<file path="config.mk">
export PLATFORM = sky130hd
export DESIGN_NAME = ahb_sram_controller_p
export DESIGN_NICKNAME = d
export VERILOG_FILES = /design/src/rtl/ahb_sram_pkg.sv /design/src/rtl/ahb_sram_wait_cnt.sv /design/src/rtl/ahb_sram_controller_p.sv
export SDC_FILE = /design/constraint.sdc
export NUM_CORES = 1
export LEC_CHECK = 0
export ABC_AREA = 1
export CAP_MARGIN = 10
export CORE_ASPECT_RATIO = 0.75
export CORE_MARGIN = 2
export CORE_UTILIZATION = 29
export CTS_CLUSTER_SIZE = 14
export DETAILED_ROUTE_END_ITERATION = 16
export PLACE_DENSITY = 0.8
export SLEW_MARGIN = 30
export SYNTH_ARGS = -nofsm -noshare
export SYNTH_HDL_FRONTEND = slang
export SYNTH_SLANG_ARGS = --single-unit
</file>
<file path="constraint.sdc">
create_clock -name hclk -period 1.8 [get_ports hclk]
set_clock_uncertainty 0.2 [all_clocks]
set_input_delay 0.54 -clock hclk [delete_from_list [all_inputs] [get_ports hclk]]
set_output_delay 0.54 -clock hclk [all_outputs]
set_load 0.005 [all_outputs]
</file>
<file path="src/rtl/ahb_sram_pkg.sv">
// Shared constants, state encoding and byte-lane helper for the AHB-Lite SRAM controller.
package ahb_sram_pkg;

    localparam logic [1:0] HTRANS_IDLE   = 2'b00;
    localparam logic [1:0] HTRANS_BUSY   = 2'b01;
    localparam logic [1:0] HTRANS_NONSEQ = 2'b10;
    localparam logic [1:0] HTRANS_SEQ    = 2'b11;

    localparam logic [2:0] HSIZE_BYTE  = 3'd0;
    localparam logic [2:0] HSIZE_HALF  = 3'd1;
    localparam logic [2:0] HSIZE_WORD  = 3'd2;
    localparam logic [2:0] HSIZE_DWORD = 3'd3;

    typedef enum logic [2:0] {
        ST_IDLE   = 3'd0,
        ST_W_WAIT = 3'd1,
        ST_W_DATA = 3'd2,
        ST_R_WAIT = 3'd3,
        ST_R_ACC  = 3'd4,
        ST_R_DATA = 3'd5,
        ST_ERR1   = 3'd6,
        ST_ERR2   = 3'd7
    } state_t;

    function automatic logic trans_active(input logic [1:0] trans);
        logic active;
        case (trans)
            HTRANS_NONSEQ, HTRANS_SEQ: active = 1'b1;
            HTRANS_IDLE, HTRANS_BUSY:  active = 1'b0;
            default:                   active = 1'b0;
        endcase
        return active;
    endfunction

    // Lanes are computed for up to 8 bytes; callers truncate to their bus width.
    function automatic logic [7:0] byte_lanes(input logic [2:0] size, input logic [2:0] lane_off);
        logic [7:0] base;
        case (size)
            HSIZE_BYTE:  base = 8'h01;
            HSIZE_HALF:  base = 8'h03;
            HSIZE_WORD:  base = 8'h0F;
            HSIZE_DWORD: base = 8'hFF;
            default:     base = 8'h00;
        endcase
        return base << lane_off;
    endfunction

endpackage

</file>
<file path="src/rtl/ahb_sram_wait_cnt.sv">
// Loadable down-counter used to time data-phase wait states; done is high at zero.
module ahb_sram_wait_cnt #(
    parameter int WIDTH = 4
) (
    input  logic             clk,
    input  logic             rst,
    input  logic             load,
    input  logic [WIDTH-1:0] load_val,
    input  logic             dec,
    output logic             done
);

    logic [WIDTH-1:0] cnt_r;

    // Count register: load wins over decrement, and the count saturates at zero.
    always_ff @(posedge clk) begin
        if (rst) begin
            cnt_r <= {WIDTH{1'b0}};
        end else if (load) begin
            cnt_r <= load_val;
        end else if (dec && (cnt_r != {WIDTH{1'b0}})) begin
            cnt_r <= cnt_r - {{(WIDTH-1){1'b0}}, 1'b1};
        end else begin
            cnt_r <= cnt_r;
        end
    end

    assign done = (cnt_r == {WIDTH{1'b0}});

endmodule

</file>
<file path="src/rtl/ahb_sram_controller_p.sv">
// AHB-Lite slave in front of a single-port synchronous SRAM with sized writes,
// programmable wait states, pipelined address/data phases and ERROR responses.
module ahb_sram_controller_p
    import ahb_sram_pkg::*;
#(
    parameter int ADDR_WIDTH  = 10,
    parameter int DATA_WIDTH  = 32,
    parameter int WAIT_STATES = 0
) (
    input  logic                                          hclk,
    input  logic                                          hreset,
    input  logic                                          hsel,
    input  logic [ADDR_WIDTH-1:0]                         haddr,
    input  logic [1:0]                                    htrans,
    input  logic                                          hwrite,
    input  logic [2:0]                                    hsize,
    input  logic [DATA_WIDTH-1:0]                         hwdata,
    input  logic                                          hready,
    output logic                                          hreadyout,
    output logic                                          hresp,
    output logic [DATA_WIDTH-1:0]                         hrdata,
    output logic [ADDR_WIDTH-$clog2(DATA_WIDTH/8)-1:0]    sram_addr,
    output logic [DATA_WIDTH-1:0]                         sram_din,
    input  logic [DATA_WIDTH-1:0]                         sram_dout,
    output logic                                          sram_ce,
    output logic                                          sram_we,
    output logic [DATA_WIDTH/8-1:0]                       sram_be
);

    localparam int         BYTES     = DATA_WIDTH / 8;
    localparam int         LANE_BITS = $clog2(BYTES);
    localparam logic [2:0] MAX_SIZE  = 3'(LANE_BITS);
    localparam logic [2:0] LANE_MASK = 3'(BYTES - 1);
    localparam bit         HAS_WAIT  = (WAIT_STATES != 0);
    localparam logic [3:0] WAIT_LOAD = HAS_WAIT ? 4'(WAIT_STATES - 1) : 4'd0;

    state_t                  state_r;
    state_t                  state_next_s;
    state_t                  first_state_s;
    logic [ADDR_WIDTH-1:0]   addr_r;
    logic                    write_r;
    logic [2:0]              size_r;
    logic [ADDR_WIDTH-1:0]   align_mask_s;
    logic                    illegal_s;
    logic                    final_s;
    logic                    accept_s;
    logic                    wait_dec_s;
    logic                    wait_done_s;
    logic [2:0]              lane_off_s;

    assign align_mask_s = ADDR_WIDTH'((32'd1 << hsize) - 32'd1);
    assign illegal_s    = (hsize > MAX_SIZE) || ((haddr & align_mask_s) != {ADDR_WIDTH{1'b0}});
    // A new address phase is only taken in a cycle that ends the current data phase.
    assign final_s      = (state_r == ST_IDLE) || (state_r == ST_W_DATA) ||
                          (state_r == ST_R_DATA) || (state_r == ST_ERR2);
    assign accept_s     = final_s && hsel && hready && trans_active(htrans);
    assign wait_dec_s   = (state_r == ST_W_WAIT) || (state_r == ST_R_WAIT);
    assign lane_off_s   = addr_r[2:0] & LANE_MASK;
    assign sram_addr    = addr_r[ADDR_WIDTH-1:LANE_BITS];

    ahb_sram_wait_cnt #(.WIDTH(4)) u_wait_cnt (
        .clk      (hclk),
        .rst      (hreset),
        .load     (accept_s),
        .load_val (WAIT_LOAD),
        .dec      (wait_dec_s),
        .done     (wait_done_s)
    );

    // State register and address-phase capture.
    always_ff @(posedge hclk) begin
        if (hreset) begin
            state_r <= ST_IDLE;
            addr_r  <= {ADDR_WIDTH{1'b0}};
            write_r <= 1'b0;
            size_r  <= 3'd0;
        end else begin
            state_r <= state_next_s;
            if (accept_s) begin
                addr_r  <= haddr;
                write_r <= hwrite;
                size_r  <= hsize;
            end else begin
                addr_r  <= addr_r;
                write_r <= write_r;
                size_r  <= size_r;
            end
        end
    end

    // First data-phase state of a freshly accepted transfer.
    always_comb begin
        first_state_s = ST_IDLE;
        if (illegal_s) begin
            first_state_s = ST_ERR1;
        end else if (hwrite) begin
            first_state_s = HAS_WAIT ? ST_W_WAIT : ST_W_DATA;
        end else begin
            first_state_s = HAS_WAIT ? ST_R_WAIT : ST_R_ACC;
        end
    end

    // Next-state logic.
    always_comb begin
        state_next_s = state_r;
        case (state_r)
            ST_IDLE, ST_W_DATA, ST_R_DATA, ST_ERR2: begin
                if (accept_s) begin
                    state_next_s = first_state_s;
                end else begin
                    state_next_s = ST_IDLE;
                end
            end
            ST_W_WAIT: begin
                if (wait_done_s) begin
                    state_next_s = ST_W_DATA;
                end else begin
                    state_next_s = ST_W_WAIT;
                end
            end
            ST_R_WAIT: begin
                if (wait_done_s) begin
                    state_next_s = ST_R_ACC;
                end else begin
                    state_next_s = ST_R_WAIT;
                end
            end
            ST_R_ACC: state_next_s = ST_R_DATA;
            ST_ERR1:  state_next_s = ST_ERR2;
            default:  state_next_s = ST_IDLE;
        endcase
    end

    // Bus and SRAM outputs decoded from the state register.
    always_comb begin
        hreadyout = 1'b1;
        hresp     = 1'b0;
        hrdata    = {DATA_WIDTH{1'b0}};
        sram_ce   = 1'b0;
        sram_we   = 1'b0;
        sram_be   = {BYTES{1'b0}};
        sram_din  = {DATA_WIDTH{1'b0}};
        case (state_r)
            ST_IDLE: hreadyout = 1'b1;
            ST_W_WAIT, ST_R_WAIT: hreadyout = 1'b0;
            ST_W_DATA: begin
                sram_ce  = 1'b1;
                sram_we  = write_r;
                sram_din = hwdata;
                sram_be  = BYTES'(byte_lanes(size_r, lane_off_s));
            end
            ST_R_ACC: begin
                hreadyout = 1'b0;
                sram_ce   = 1'b1;
            end
            ST_R_DATA: hrdata = sram_dout;
            ST_ERR1: begin
                hreadyout = 1'b0;
                hresp     = 1'b1;
            end
            ST_ERR2: hresp = 1'b1;
            default: hreadyout = 1'b1;
        endcase
    end

endmodule

</file>
**Yosys cells after proc, flatten, opt, wreduce, memory -nomap -nowiden**

Index checks and enable logic that the tools add are counted.

- Bits in registers: 21
- Output and inout bits: 80
- Word-level logic and storage cells: 62
- Bits of input ports: 84

- $add $sub $neg: 2
- Reductions and logical operators: 22
- Eq/ne operators: 13
- Mux-type cells: 16
- Shifts and indexed selects: 2
- Magnitude comparators: 1
- Bitwise operators: 1

Operators by type and width:

| cell | number |
|---|---|
| two-way mux 32 bit | 2 |
| one-hot mux 8 bit (4 select lines) | 1 |
| one-hot mux 3 bit (5 select lines) | 1 |
| == test 3 x 2 -> 1 bit (second input constant) | 4 |
| == test 3 bit (second input constant) | 4 |
| two-way mux 3 bit | 4 |
| AND 10 bit | 1 |
| nonzero test 10 bit | 1 |
| OR reduction 2 bit | 5 |
| << shifter 1 x 3 -> 10 bit (first input constant) | 1 |
| subtractor 10 x 1 -> 10 bit (second input constant) | 1 |
| two-way mux 8 bit | 1 |
| OR reduction 4 bit | 2 |
| << shifter 8 x 2 -> 4 bit | 1 |
| == test 3 x 1 -> 1 bit (second input constant) | 2 |
| logical NOT 3 bit | 2 |
| logical OR 1 bit | 5 |
| == test 2 bit (second input constant) | 2 |
| logical AND 1 bit | 4 |
| logical NOT 4 bit | 1 |
| two-way mux 1 bit | 4 |
| two-way mux 4 bit | 1 |
| nonzero test 4 bit | 1 |
| subtractor 4 x 1 -> 4 bit (second input constant) | 1 |
| other kinds (5) | 5 |

**Depth between registers and ports, before layout**

- Depth in word-level cells: 9
- Depth in mapped cells: 8
- Gate-level depth less buffers: 7

**By module**

Synthesis repeated with hierarchy kept, for this count alone.

- Cell total of the unflattened synthesis: 300
- Area, all modules: 1650.3 um^2

By module, submodules not included:

| module | area each (um^2) | cells an instance | seq. area each (um^2) | instances |
|---|---|---|---|---|
| ahb_sram_controller_p | 1376.3 | 259 | 340.3 | 1 |
| ahb_sram_wait_cnt | 274.0 | 41 | 80.1 | 1 |

**Worst setup path before layout**

No wires, ideal clock.

- Kind: reg2out
- Start point: register state_r[2]
- End point: output port sram_din[12]
- Slack: 0.056 ns
- Data arrival time: 1.004 ns
- Cell stages (with the launch flop): 6
- Required time: 1.060 ns
- Cell sequence: dfxtp_1 inv_2 nand3_1 buf_2 buf_2 nor2_1

- Longest elaborated chain between the ends: 2

Ends and longest elaborated chain:

| item | RTL line | text |
|---|---|---|
| start, declared | ahb_sram_controller_p.sv:37 | `state_t state_r;` |
| start signal, assigned | ahb_sram_controller_p.sv:78 | `state_r <= state_next_s;` |
| == test 3 x 2 -> 1 bit | ahb_sram_controller_p.sv:143 | `case (state_r)` |
| two-way mux 32 bit | ahb_sram_controller_p.sv:143 |  |
| end, declared | ahb_sram_controller_p.sv:23 | `output logic [DATA_WIDTH-1:0] sram_din,` |

Every way passes these cells.

**Final worst setup path**

- Start point: register state_r[0]
- End point: output port hrdata[16]

- Longest elaborated chain between the ends: 2

Ends and longest elaborated chain:

| item | RTL line | text |
|---|---|---|
| == test 3 bit | ahb_sram_controller_p.sv:143 |  |
| two-way mux 32 bit | ahb_sram_controller_p.sv:143 |  |
| end, declared | ahb_sram_controller_p.sv:21 | `output logic [DATA_WIDTH-1:0] hrdata,` |

Every way passes these cells.

==> impl_results.md <==
- Synthesized area: between 1500 and 2000 sq um
- Crit Path Category: flip-flop to primary output
- Post-route setup slack: -270.6 ps
- Syn Nets: 373
- Vias: 2328
- Logic pwr share: 0.376
- Req. time, crit path: around 1100 ps
- Outcome: finished, violations left
- Iter 0 DRT Violations: 75
- Failing checks: setup timing
- Rel. slew slack: 0.8435
- Die Span Y: 68.54 um
- Cell area power density: approximately 360 nW/um^2
- Leak: ~2 nW
- CP max stage delay: between 300 and 400 ps
- GPL Wtd Cong: 0.8310
- Ports: roughly 160
- Layout cells sized above 1: 0.3953
- Switching Share: 0.2894
- Htree depth: 1
- Post-DP HPWL: 5204 um
- Clock tree sinks: 21
- Drt first pass iters: 4
- Hold_buf cts: 0
- Seq/Total Area, Yosys: 0.2611
- Critical path arrival: 1330 ps
- Mean routed wirelength per cell: 13.22 um
- Cell Count, Final, Fillers Out: around 540
- Commonest non-fill, non-tap cells in the layout: inv_1, buf_2, clkdlybuf4s50_1, dlygate4sd2_1, nand2_1
- Chip Width: approximately 90 um
- CTS Root Cell: clkbuf_8
- Peak VDD IR: roughly 0.29 mV
- Reg power frac: 0.386
- Worst setup EP type: primary output
- Distinct cells, synth: 25
- Drt via density: between 4 and 5
- P_sw: around 370 uW
- DIE AREA: ~6200 sq um
- Crit path launch type: flip-flop
- Final Net Count: 555
- First-pass GRT wire length: ~10000 um
- YS warnings: 0
- Placed cell count: between 500 and 600
- Hold path depth: 2
- Clock buffer depth: 2
- Worst hold start: addr_r[9]
- Tcrit/Tclk final: 1.150
- DP Worst Slack: -639.2 ps
- Commonest non-fill, non-tap cell in the layout: inv_1
- Hold Vio Cnt, Final: 0
- Fin. max-slew vios: 0
- Total gr overflow: 0
- Worst hold path class: flip-flop to flip-flop
- Maxcap violations: 0
- Cell Chain, Critical Path: buf_6, nand3_4, buf_16, nor2_2, buf_2
- Ant diodes: 0
- Vias in the first global route: around 2100
- Synthesis-to-finish area growth: 122.5%
- Row Count: 23
- Worst path slowest cell: dfxtp_2
- RSZ-0062 raised after global routing: yes
- Clock network power share: 0.238
- Initial core utilization: 0.3008
- Worst-margin pin slew: 234.2 ps
- Clock Latency Late Sink: between 200 and 300 ps
- F_max: between 400 and 500 MHz
- Crit path max fanout: 8
- Internal power: around 900 uW
- Antenna viol nets, final: 0
- Count of final setup violators: roughly 70
- CTS tree: done
- Critical Path Start: state_r[0]
- Syn Area/Cell: around 5.6 sq um
- Min Tclk post-route: about 2100 ps
- Post-Route WL: about 7000 um
- CORE AREA: around 5400 sq um
- Pin count of the biggest net entering global routing: 22
- GR Util All Layers: 0.2060
- R2R cell count: 9
- Reg clk slew, reported paths: roughly 70 ps
- Initial antenna violation count: 0
- Residual DRC: 0
- Flops & latches, synth: 21
- Port bufs: roughly 160
- CTS buffer count: 3
- Post-Synthesis Cells: approximately 290
- Critical R2R Launch: state_r[0]
power by group through the flow:
stage / Sequential, mW / Clock, mW / Combinational, mW
finish: 0.495 / 0.305 / 0.481
floorplan: 0.501 / 0 / 0.144
global placement: 0.500 / 0 / 0.465
detailed placement: 0.501 / 0 / 0.475
CTS: 0.494 / 0.317 / 0.446
global route: 0.496 / 0.334 / 0.526
routing by layer:
layer	GRT usage	part of all wire	vias to the layer above	wire length, um
met3	0.05109	0.061	15	436
met1	0.2459	0.40	1038	2855
li1	-	-	1180	-
met2	0.3797	0.53	95	3777
met5	0	0	-	0
met4	0.05577	0.015	0	110
synthesized netlist by cell type, drive strengths merged:
library cell  count  area share
inv              82        0.19
nor2             74        0.19
nand2            46        0.12
dfxtp            21        0.26
nand3            18       0.056
buf              14       0.065
a21oi            10       0.031
o21ai             8       0.030
clkbuf            4      0.0093
a211oi            2      0.0093
ha                2       0.016
nand4             2      0.0078
nand3b            1      0.0047
nor3              1      0.0031
nor4              1      0.0039
xor2              1      0.0054
worst paths after layout:
path / to / slack (ps)
max: hrdata[16] / -270
min: addr_r[9] / 240
max reg2reg: state_r[1] / 170
min reg2reg: addr_r[9] / 240
cell families after synthesis:
family,count (synthesis),share of synthesized area
flops,21,0.2611
simple gates,143,0.3823
buf+inv,100,0.2657
xor+xnor,1,0.005440
fa+ha+maj,2,0.01554
compound gates,20,0.06993
state kept, by name (all words and copies together) (netlist names):
signal,count
addr_r,10
u_wait_cnt.cnt_r,4
size_r,3
state_r,3
write_r,1
per-stage QoR:
| step | hold slack [ps] | utilization | setup TNS (ps) | cell area [sq um] | power (mW) |
|---|---|---|---|---|---|
| 2_1_floorplan | 220.0 | - | 0 | 1610 | 0.6452 |
| 3_3_place_gp | 229.0 | 0.6400 | -42140 | 3426 | 0.9647 |
| 3_5_place_dp | 239.1 | 0.6400 | -43570 | 3426 | 0.9757 |
| 4_1_cts | 242.4 | 0.6269 | -12200 | 3356 | 1.257 |
| 5_1_grt | 262.9 | 0.6692 | -17780 | 3582 | 1.356 |
| 6_report | 244.2 | 0.6692 | -12980 | 3582 | 1.281 |
worst max-delay path: cells and delay by family (launching register included):
kind                   cells  cell delay [ps]
flip-flops                 1              350
buffers and inverters      3              460
AND/OR/NAND/NOR            2              260
area by class of cell:
type	instances	area [sq um]
fill	495	1770
timing repair buffer	195	1625
multi-input combinational	166	1075
sequential	21	435.4
inverter	82	307.8
tap	75	93.84
clock buffer	4	45.04
timing repair:
action	in CTS	in global routing
endpoints found under the setup margin	81	89
gates resized for setup	392	59
pin swaps	37	10
buffers inserted	4	1
gates cloned	3	0
Power figures use the tool's default switching activity.
